==> config.mk <==
export PLATFORM = sky130hd
export DESIGN_NAME = seg_scan_ctrl
export DESIGN_NICKNAME = d
export VERILOG_FILES = /design/src/rtl/seg_scan_ctrl.sv
export SDC_FILE = /design/constraint.sdc
export NUM_CORES = 1
export LEC_CHECK = 0
export CAP_MARGIN = 20
export CORE_ASPECT_RATIO = 1.75
export CORE_MARGIN = 2
export CORE_UTILIZATION = 50
export DETAILED_ROUTE_END_ITERATION = 8
export PLACE_DENSITY = 0.73
export REMOVE_ABC_BUFFERS = 1
export SLEW_MARGIN = 20
export SYNTH_ARGS = -nofsm -noshare
export SYNTH_HDL_FRONTEND = slang
export SYNTH_SLANG_ARGS = --single-unit
==> constraint.sdc <==
create_clock -name clk -period 9.75 [get_ports clk]
set_input_delay 1.4625 -clock clk [delete_from_list [all_inputs] [get_ports clk]]
set_output_delay 1.4625 -clock clk [all_outputs]
set_load 0.01 [all_outputs]
==> src/rtl/seg_scan_ctrl.sv <==
// seg_scan_ctrl: multiplexed 7-segment display scanner with brightness PWM
// and frame-synchronous double-buffered display data.
//
// Ports:
//   clk          system clock, all state on the rising edge
//   rst          asynchronous active-high reset
//   data_in      hex nibble per digit, nibble i = bits [4i+3:4i]
//   dp_in        decimal point request per digit (1 = lit)
//   blank_in     per-digit blank (1 = dark)
//   load         single-cycle strobe, captures data/dp/blank into shadow
//   bright       brightness 0..15, used live every cycle
//   led_en       digit enables, active-low, at most one low
//   led_cx       segments, active-low, bit7..bit1 = a..g, bit0 = dp
//   load_pending shadow holds data not yet shown
//   frame_start  one-cycle pulse when a new scan frame begins
//
// Timing: a digit slot is 16 sub-slots of SUB_DIV cycles each; a digit is lit
// during sub-slots 0..bright. Shadow contents move to the active set only on
// the last cycle of a frame, so a frame never mixes old and new data.
module seg_scan_ctrl #(
    parameter int N_DIGITS = 8,
    parameter int SUB_DIV  = 12500
) (
    input  logic                  clk,
    input  logic                  rst,
    input  logic [4*N_DIGITS-1:0] data_in,
    input  logic [N_DIGITS-1:0]   dp_in,
    input  logic [N_DIGITS-1:0]   blank_in,
    input  logic                  load,
    input  logic [3:0]            bright,
    output logic [N_DIGITS-1:0]   led_en,
    output logic [7:0]            led_cx,
    output logic                  load_pending,
    output logic                  frame_start
);

    localparam int CNT_W = (SUB_DIV > 1) ? $clog2(SUB_DIV) : 1;
    localparam int POS_W = (N_DIGITS > 1) ? $clog2(N_DIGITS) : 1;
    localparam logic [CNT_W-1:0] CNT_LAST = CNT_W'(SUB_DIV - 1);
    localparam logic [POS_W-1:0] POS_LAST = POS_W'(N_DIGITS - 1);

    // Segment pattern a..g, active-low.
    function automatic logic [6:0] seg_decode(input logic [3:0] nib);
        logic [6:0] seg;
        case (nib)
            4'h0: seg = 7'b0000001;
            4'h1: seg = 7'b1001111;
            4'h2: seg = 7'b0010010;
            4'h3: seg = 7'b0000110;
            4'h4: seg = 7'b1001100;
            4'h5: seg = 7'b0100100;
            4'h6: seg = 7'b0100000;
            4'h7: seg = 7'b0001111;
            4'h8: seg = 7'b0000000;
            4'h9: seg = 7'b0000100;
            4'hA: seg = 7'b0001000;
            4'hB: seg = 7'b1100000;
            4'hC: seg = 7'b0110001;
            4'hD: seg = 7'b1000010;
            4'hE: seg = 7'b0110000;
            default: seg = 7'b0111000;
        endcase
        return seg;
    endfunction

    logic [CNT_W-1:0]      cnt_p0;
    logic [3:0]            sub_p0;
    logic [POS_W-1:0]      pos_p0;

    logic [4*N_DIGITS-1:0] shadow_data;
    logic [N_DIGITS-1:0]   shadow_dp;
    logic [N_DIGITS-1:0]   shadow_blank;
    logic [4*N_DIGITS-1:0] active_data;
    logic [N_DIGITS-1:0]   active_dp;
    logic [N_DIGITS-1:0]   active_blank;

    logic                  cnt_wrap;
    logic                  slot_wrap;
    logic                  frame_end;

    logic [3:0]            cur_nib;
    logic                  digit_on;
    logic [N_DIGITS-1:0]   en_nxt;
    logic [7:0]            cx_nxt;
    logic [N_DIGITS-1:0]   en_p1;
    logic [7:0]            cx_p1;

    assign cnt_wrap  = (cnt_p0 == CNT_LAST);
    assign slot_wrap = cnt_wrap && (sub_p0 == 4'hF);
    assign frame_end = slot_wrap && (pos_p0 == POS_LAST);

    // ---- stage p0: scan counters ----
    always_ff @(posedge clk or posedge rst) begin
        if (rst) begin
            cnt_p0 <= '0;
            sub_p0 <= '0;
            pos_p0 <= '0;
        end else begin
            cnt_p0 <= cnt_wrap ? '0 : cnt_p0 + CNT_W'(1);
            if (cnt_wrap)
                sub_p0 <= sub_p0 + 4'd1;
            if (slot_wrap)
                pos_p0 <= (pos_p0 == POS_LAST) ? '0 : pos_p0 + POS_W'(1);
        end
    end

    // Shadow/active double buffer. On a frame end the transfer uses the shadow
    // value from before this edge, so a load on that same cycle waits a frame.
    always_ff @(posedge clk or posedge rst) begin
        if (rst) begin
            shadow_data  <= '0;
            shadow_dp    <= '0;
            shadow_blank <= '1;
            active_data  <= '0;
            active_dp    <= '0;
            active_blank <= '1;
            load_pending <= 1'b0;
            frame_start  <= 1'b0;
        end else begin
            if (load) begin
                shadow_data  <= data_in;
                shadow_dp    <= dp_in;
                shadow_blank <= blank_in;
            end
            if (frame_end && load_pending) begin
                active_data  <= shadow_data;
                active_dp    <= shadow_dp;
                active_blank <= shadow_blank;
            end
            if (frame_end)
                load_pending <= load;
            else if (load)
                load_pending <= 1'b1;
            frame_start <= frame_end;
        end
    end

    always_comb begin
        en_nxt   = '1;
        cx_nxt   = 8'hFF;
        cur_nib  = active_data[4*int'(pos_p0) +: 4];
        digit_on = !active_blank[pos_p0] && (sub_p0 <= bright);
        if (digit_on) begin
            en_nxt[pos_p0] = 1'b0;
            cx_nxt         = {seg_decode(cur_nib), ~active_dp[pos_p0]};
        end
    end

    // ---- stage p1: registered display outputs ----
    always_ff @(posedge clk or posedge rst) begin
        if (rst) begin
            en_p1 <= '1;
            cx_p1 <= 8'hFF;
        end else begin
            en_p1 <= en_nxt;
            cx_p1 <= cx_nxt;
        end
    end

    assign led_en = en_p1;
    assign led_cx = cx_p1;

endmodule

==> out/qor.csv, run 1 <==
metric,value,unit
power_density,174,mW/mm²
rsz0062_at_grt,false,
cts.sinks,135,
die_w,86.4,µm
grt_usage,18.3,%
critical_path_class,in2reg,
clkSlewWorstSetupHoldPaths,0.06,ns
grt_pass1_vias,3762,
worstSetupEndpointType,register,
antenna_cells,0,
slew_headroom,34.9,%
core,0.0116,mm²
avgSynthCellArea,14.1,µm²
drt_wl_total,10.8,mm
dp_hpwl,7.27,mm
synth_cell_type_count,48,
cts_root_buffer,clkbuf_16,
synthesis.instances,420,
cts_max_path_buffers,2,
dr.first_iter.drc_count,142,
power.total,1280,µW
cp_max_fo,11,
routedWlPerCell,16.9,µm
grt_remaining_overflow,0,
crit_arrival,3.69,ns
rows,52,
drc,0,
cts_hold_buf,0,
worst-slew-pin-transition,0.971,ns
place_congestion,0.805,
syn_area,0.00594,mm²
cts_tree,built,
finalMaxSlewViolations,0,
ir_worst_vdd,142,µV
syn_to_final_growth,23.5,%
crit_required,10.04,ns
dr_total_vias,3533,
dr.pass1.iters,4,
io_buffers,72,
htreeDepth,4,
finalNetCount,563,
vias_per_cell,5.50,
cp_cell_sequence,clkdlybuf4s50_1 -> inv_1 -> ha_1 -> nor2b_1 -> o21a_1 -> o21ai_0 -> nand2b_1 -> a221oi_2 -> buf_4 -> nand3_1,
ys_seq_area_share,57.6,%
async_reset_ff_share,100,%
dieArea,0.0128,mm²
synth_edf_count,0,
slowest_stage,a221oi_2,
layout-drive-gt1-share,36.3,%
hp-class,reg2reg,
drv_cap,0,
postRouteAntennaNets,0,
leakagePower,0.00331,µW
antenna_found_initial,0,
min_period,3.41,ns
slowest_delay,0.53,ns
start_kind,primary input,
clk-insertion-delay-late,0.42,ns
nFillCells,892,
post_cts_resized,0,
finalSetupTns,0,ns
min_period_over_period,35.0,%
grt_max_degree,78,
ys.warnings.count,0,
setup_viol,0,
boundaryPins,73,
cts_setup_buffers,0,
critical_path_buf_inv_count,3,
yosys_register_bits,135,
fmax,293,MHz
synth_flop_cell,dfrtp_1,
die_h,148,µm
hold_viol,0,
status,completed,
skew,0.00878,ns
crit_family,compound AO/OA/AOI/OAI gates,
grt_pass1_wl,18.0,mm
numCtsBuffers,17,
initial_utilization,51.3,%
-- registers in the layout (all words and copies together) (netlist names), 8 cells and up --
signal        flops
active_data      32
shadow_data      32
cnt_p0           14
active_blank      8
active_dp         8
led_cx            8
led_en            8
shadow_blank      8
shadow_dp         8
-- synthesized netlist by cell type, types with 6 or more instances --
library cell | n | area share [%]
clkbuf_1 | 9 | 0.57
dfrtp_1 | 103 | 43
dfstp_2 | 32 | 14
ha_1 | 14 | 3.0
inv_1 | 15 | 0.95
mux2_2 | 83 | 16
mux2_4 | 20 | 5.1
mux2i_1 | 10 | 1.7
nand2_1 | 14 | 0.89
nand3_1 | 20 | 1.7
nand4_1 | 6 | 0.63
nor2_1 | 13 | 0.82
xnor2_1 | 9 | 1.3
xor2_1 | 6 | 0.89
-- where the power goes --
part           total, µW  internal, µW  switching (µW)
sequential           596           585            10.8
clock                617           381             236
combinational       63.4          39.4            24.0
-- cells in the final DEF, fill, tap and decap left out, types with 2 or more instances in the layout --
master	Yosys	final
a211oi_1	3	3
nand4_1	6	6
mux2_4	20	20
mux2i_1	10	9
xor2_1	6	6
nor2_1	13	13
clkinv_2	0	6
dfrtp_1	103	103
nand2b_1	2	2
o221ai_1	3	3
o21ai_0	4	4
ha_1	14	14
dfstp_2	32	32
and3_1	2	2
a21oi_1	4	4
buf_4	0	5
bufinv_16	0	2
o211ai_1	3	3
xnor2_1	9	9
nor2b_1	5	5
clkdlybuf4s50_1	0	71
mux2_2	83	83
mux4_2	5	5
nor3_1	2	2
inv_1	15	14
nand3_1	20	20
nand2_1	14	14
clkbuf_16	0	17
clkinvlp_4	0	3
-- through the flow --
step	instances	utilization [%]	worst slack, ns	cell area (µm²)	hold WS [ns]
3_5_place_dp	610	58.3	5.89	6750	0.491
4_1_cts	642	63.3	6.34	7330	0.503
6_report	642	63.3	6.34	7330	0.498
2_1_floorplan	399	-	4.73	5830	0.460
3_3_place_gp	609	58.3	5.55	6750	0.484
5_1_grt	642	63.3	6.14	7330	0.515
-- worst reg2reg max path, cell delays in order, from the launching register on --
cell and delay, ns:
dfrtp_1 0.97, mux2_2 0.44, a211oi_1 0.82, inv_1 0.17
ha_1 0.30, inv_1 0.09, o21ai_0 0.11, nand2_1 0.15
o211ai_1 0.10
-- path summary, 6_finish.rpt --
kind                            slack (ns)              end  cells past startpoint      startpoint
max in group asynchronous             6.82  shadow_data[24]                      3             rst
worst max-delay path                  6.34        led_en[2]                     10       bright[1]
worst min-delay path                  0.50   active_data[9]                      1  shadow_data[9]
min in group asynchronous             1.51        cnt_p0[7]                      2             rst
worst max register to register        6.53        led_cx[2]                      8       pos_p0[2]
worst min register to register        0.50   active_data[9]                      1  shadow_data[9]
-- routing by layer --
metal | share of wire, % | vias up | routed length, µm | global-route usage (%)
li1 | - | 1644 | - | -
met1 | 41 | 1807 | 4420 | 21.8
met2 | 54 | 61 | 5830 | 30.3
met3 | 2.7 | 21 | 289 | 4.99
met4 | 2.8 | 0 | 309 | 9.06
met5 | 0 | - | 0 | 0
-- cells by family (layout without fill, tap and decap cells) --
group	count (synthesis)	in the layout	share of synthesized area, %
compound gates	28	28	3.37
fa+ha+maj	14	14	2.95
simple gates	74	74	6.77
mux	118	118	24.4
flops	135	135	57.6
xor+xnor	15	15	2.21
buf+inv	36	123	2.74
-- layout make-up --
| cell class | instances | area, µm² | area share (%) |
|---|---|---|---|
| well taps | 135 | 169 | 2.30 |
| flip-flops and latches | 135 | 3420 | 46.6 |
| repair buffers | 76 | 748 | 10.2 |
| multi-input cells | 249 | 2370 | 32.3 |
| clock buffers | 19 | 443 | 6.04 |
| clock inverters | 13 | 130 | 1.77 |
| inverters | 15 | 58.8 | 0.802 |
Power figures use the tool's default switching activity.
==> run 2, diff against run 1 <==
==> constraint.sdc (replaced) <==
create_clock -name clk -period 3.3 [get_ports clk]
set_input_delay 0.495 -clock clk [delete_from_list [all_inputs] [get_ports clk]]
set_output_delay 0.495 -clock clk [all_outputs]
set_load 0.01 [all_outputs]
==> run 2 against run 1 <==
Worst hold slack better by 0.0033 ns. Utilization up 1.2 points. Register-to-register slack got worse by 6.1 ns. Flip-flop and latch count did not move. Sequential power rose to 3.0 times the previous value. Final area up 1.9%.
==> out/qor.csv, run 2 (synthesis results as in run 1) <==
metric,value,unit,change
status,completed,,
setup_viol,0,,unchanged
cts.sinks,135,,unchanged
drt_wl_total,11.2,mm,+3.1%
skew,0.00930,ns,+0.000524 ns
place_congestion,0.829,,+2.9%
grt_pass1_wl,18.4,mm,+2.5%
post_cts_resized,0,,unchanged
grt_max_degree,62,,-21%
timing.rr.end,led_cx[4],,
syn_to_final_growth,25.9,%,
slowest_delay,0.63,ns,+0.10 ns
core,0.0116,mm²,unchanged
cts_hold_buf,0,,unchanged
start_kind,register,,
finalMaxSlewViolations,0,,unchanged
die_w,86.4,µm,unchanged
crit_arrival,3.21,ns,-0.48 ns
worstSetupEndpointType,register,,
crit_required,3.63,ns,-6.41 ns
use_met1,21.9,%,+0.071 points
worst-slew-pin-transition,0.715,ns,-0.256 ns
cts_tree,built,,
ir_worst_vdd,399,µV,+180%
vias_per_cell,5.52,,+0.39%
dr.pass1.iters,4,,unchanged
postRouteAntennaNets,0,,unchanged
leakagePower,0.00338,µW,+2.4%
dieArea,0.0128,mm²,unchanged
hold_viol,0,,unchanged
fin_worst_hold_slack,0.501,ns,+0.00326 ns
antenna_found_initial,0,,unchanged
die_h,148,µm,unchanged
cp_common_cell,nor2_1,,
crit_family,compound AO/OA/AOI/OAI gates,,
cp_max_fo,14,,+3
dp_hpwl,7.62,mm,+4.8%
drc,0,,unchanged
routedWlPerCell,17.3,µm,+2.2%
busiest_layer,met2,,
path_depth,10,,unchanged
rr_startpoint,pos_p0[2],,
fmax,347,MHz,
io_buffers,72,,unchanged
initial_utilization,51.3,%,unchanged
grt_remaining_overflow,0,,unchanged
final_cell_mix,"dfrtp_1, mux2_2, clkdlybuf4s50_1",,
nFillCells,877,,-1.7%
worstRegToRegCells,10,,+2
cp_cell_sequence,mux2_2 -> a22oi_1 -> nor2_1 -> a211oi_1 -> inv_1 -> ha_1 -> nor2_1 -> a21oi_1 -> o21ai_0 -> nand2_1,,
dr_total_vias,3580,,+1.3%
grt_usage,18.9,%,+0.51 points
cts_max_path_buffers,2,,unchanged
layout-drive-gt1-share,37.0,%,+0.75 points
finalNetCount,570,,+1.2%
rsz0062_at_grt,false,,
grtUsageMet2,32.3,%,+2.0 points
power_density,537,mW/mm²,+210%
slowest_stage,dfrtp_1,,
cts_setup_buffers,0,,unchanged
ff2ff_setup_slack,0.42,ns,-6.11 ns
dr.first_iter.drc_count,154,,+8.5%
clkSlewWorstSetupHoldPaths,0.06,ns,about the same
cts_root_buffer,clkbuf_16,,
hp-class,in2async,,
finalNonFillerCells,648,,+0.93%
critical_path_class,reg2reg,,
htreeDepth,4,,unchanged
slew_headroom,52.1,%,+17 points
min_period,2.88,ns,
boundaryPins,73,,unchanged
rows,52,,unchanged
drv_cap,0,,unchanged
clk-insertion-delay-late,0.41,ns,about the same
antenna_cells,0,,unchanged
power.total,4010,µW,+210%
critical_path_buf_inv_count,1,,-2
layout_commonest_cell,dfrtp_1,,
grt_pass1_vias,3810,,+1.3%
reg.largest.list,"active_data: 32 flops, shadow_data: 32 flops, cnt_p0: 14 flops",,
use_met3,4.72,%,-0.28 points
min_period_over_period,87.4,%,
dp.cells,617,,+1.1%
numCtsBuffers,17,,unchanged
run 2: changes by cell type in the layout (fill, tap and decap cells not counted):
cell | before | now
clkinv_2 | 6 | 3
clkinvlp_4 | 3 | 1
clkbuf_8 | 1 | 2
bufinv_16 | 2 | 5
mux2i_2 | 1 | 0
mux2i_1 | 9 | 10
clkbuf_1 | 1 | 0
buf_4 | 5 | 11
buf_12 | 0 | 1
clkinv_4 | 1 | 2
run 2: final cells by class:
type                       instances  area, µm²  area share [%]
clock buffer                      19        453            6.06
sequential                       135       3420            45.7
inverter                          15       58.8           0.787
multi-input combinational        249       2360            31.6
clock inverter                    12        199            2.66
tap                              135        169            2.26
timing repair buffer              83        813            10.9
run 2: power by group:
part           total, µW  internal, µW  switching [µW]
clock network       2060          1380             680
registers           1760          1730            35.6
logic                191           119            72.4
run 2: per-layer routing:
layer / up-vias / wire length [µm]
met5: - / 0
met4: 0 / 298
met3: 22 / 325
met2: 70 / 6190
met1: 1836 / 4370
li1: 1652 / -
run 2: worst register-to-register path, cell delays in order, from the launching register on:
cell and delay, ns:
dfrtp_1 0.63, mux2_2 0.40, a22oi_1 0.14, nor2_1 0.06, a211oi_1 0.62, inv_1 0.19
ha_1 0.28, nor2_1 0.15, a21oi_1 0.08, o21ai_0 0.19, nand2_1 0.08
run 2: through the flow:
step           setup TNS [ns]  worst slack [ns]  util, %  area [µm²]
2_1_floorplan          -77.57            -0.753        -        5830
3_3_place_gp                0             0.651     58.9        6820
3_5_place_dp                0             0.529     58.9        6820
4_1_cts                     0             0.419     64.5        7470
5_1_grt                     0             0.130     64.5        7470
6_report                    0             0.416     64.5        7470
run 2: how the worst max path moves through the flow:
stage              start             end
2_1_floorplan        rst  active_data[0]
3_3_place_gp   pos_p0[2]       led_cx[4]
3_5_place_dp   pos_p0[2]       led_cx[4]
4_1_cts        pos_p0[2]       led_cx[4]
5_1_grt        pos_p0[2]       led_cx[4]
6_report       pos_p0[2]       led_cx[4]
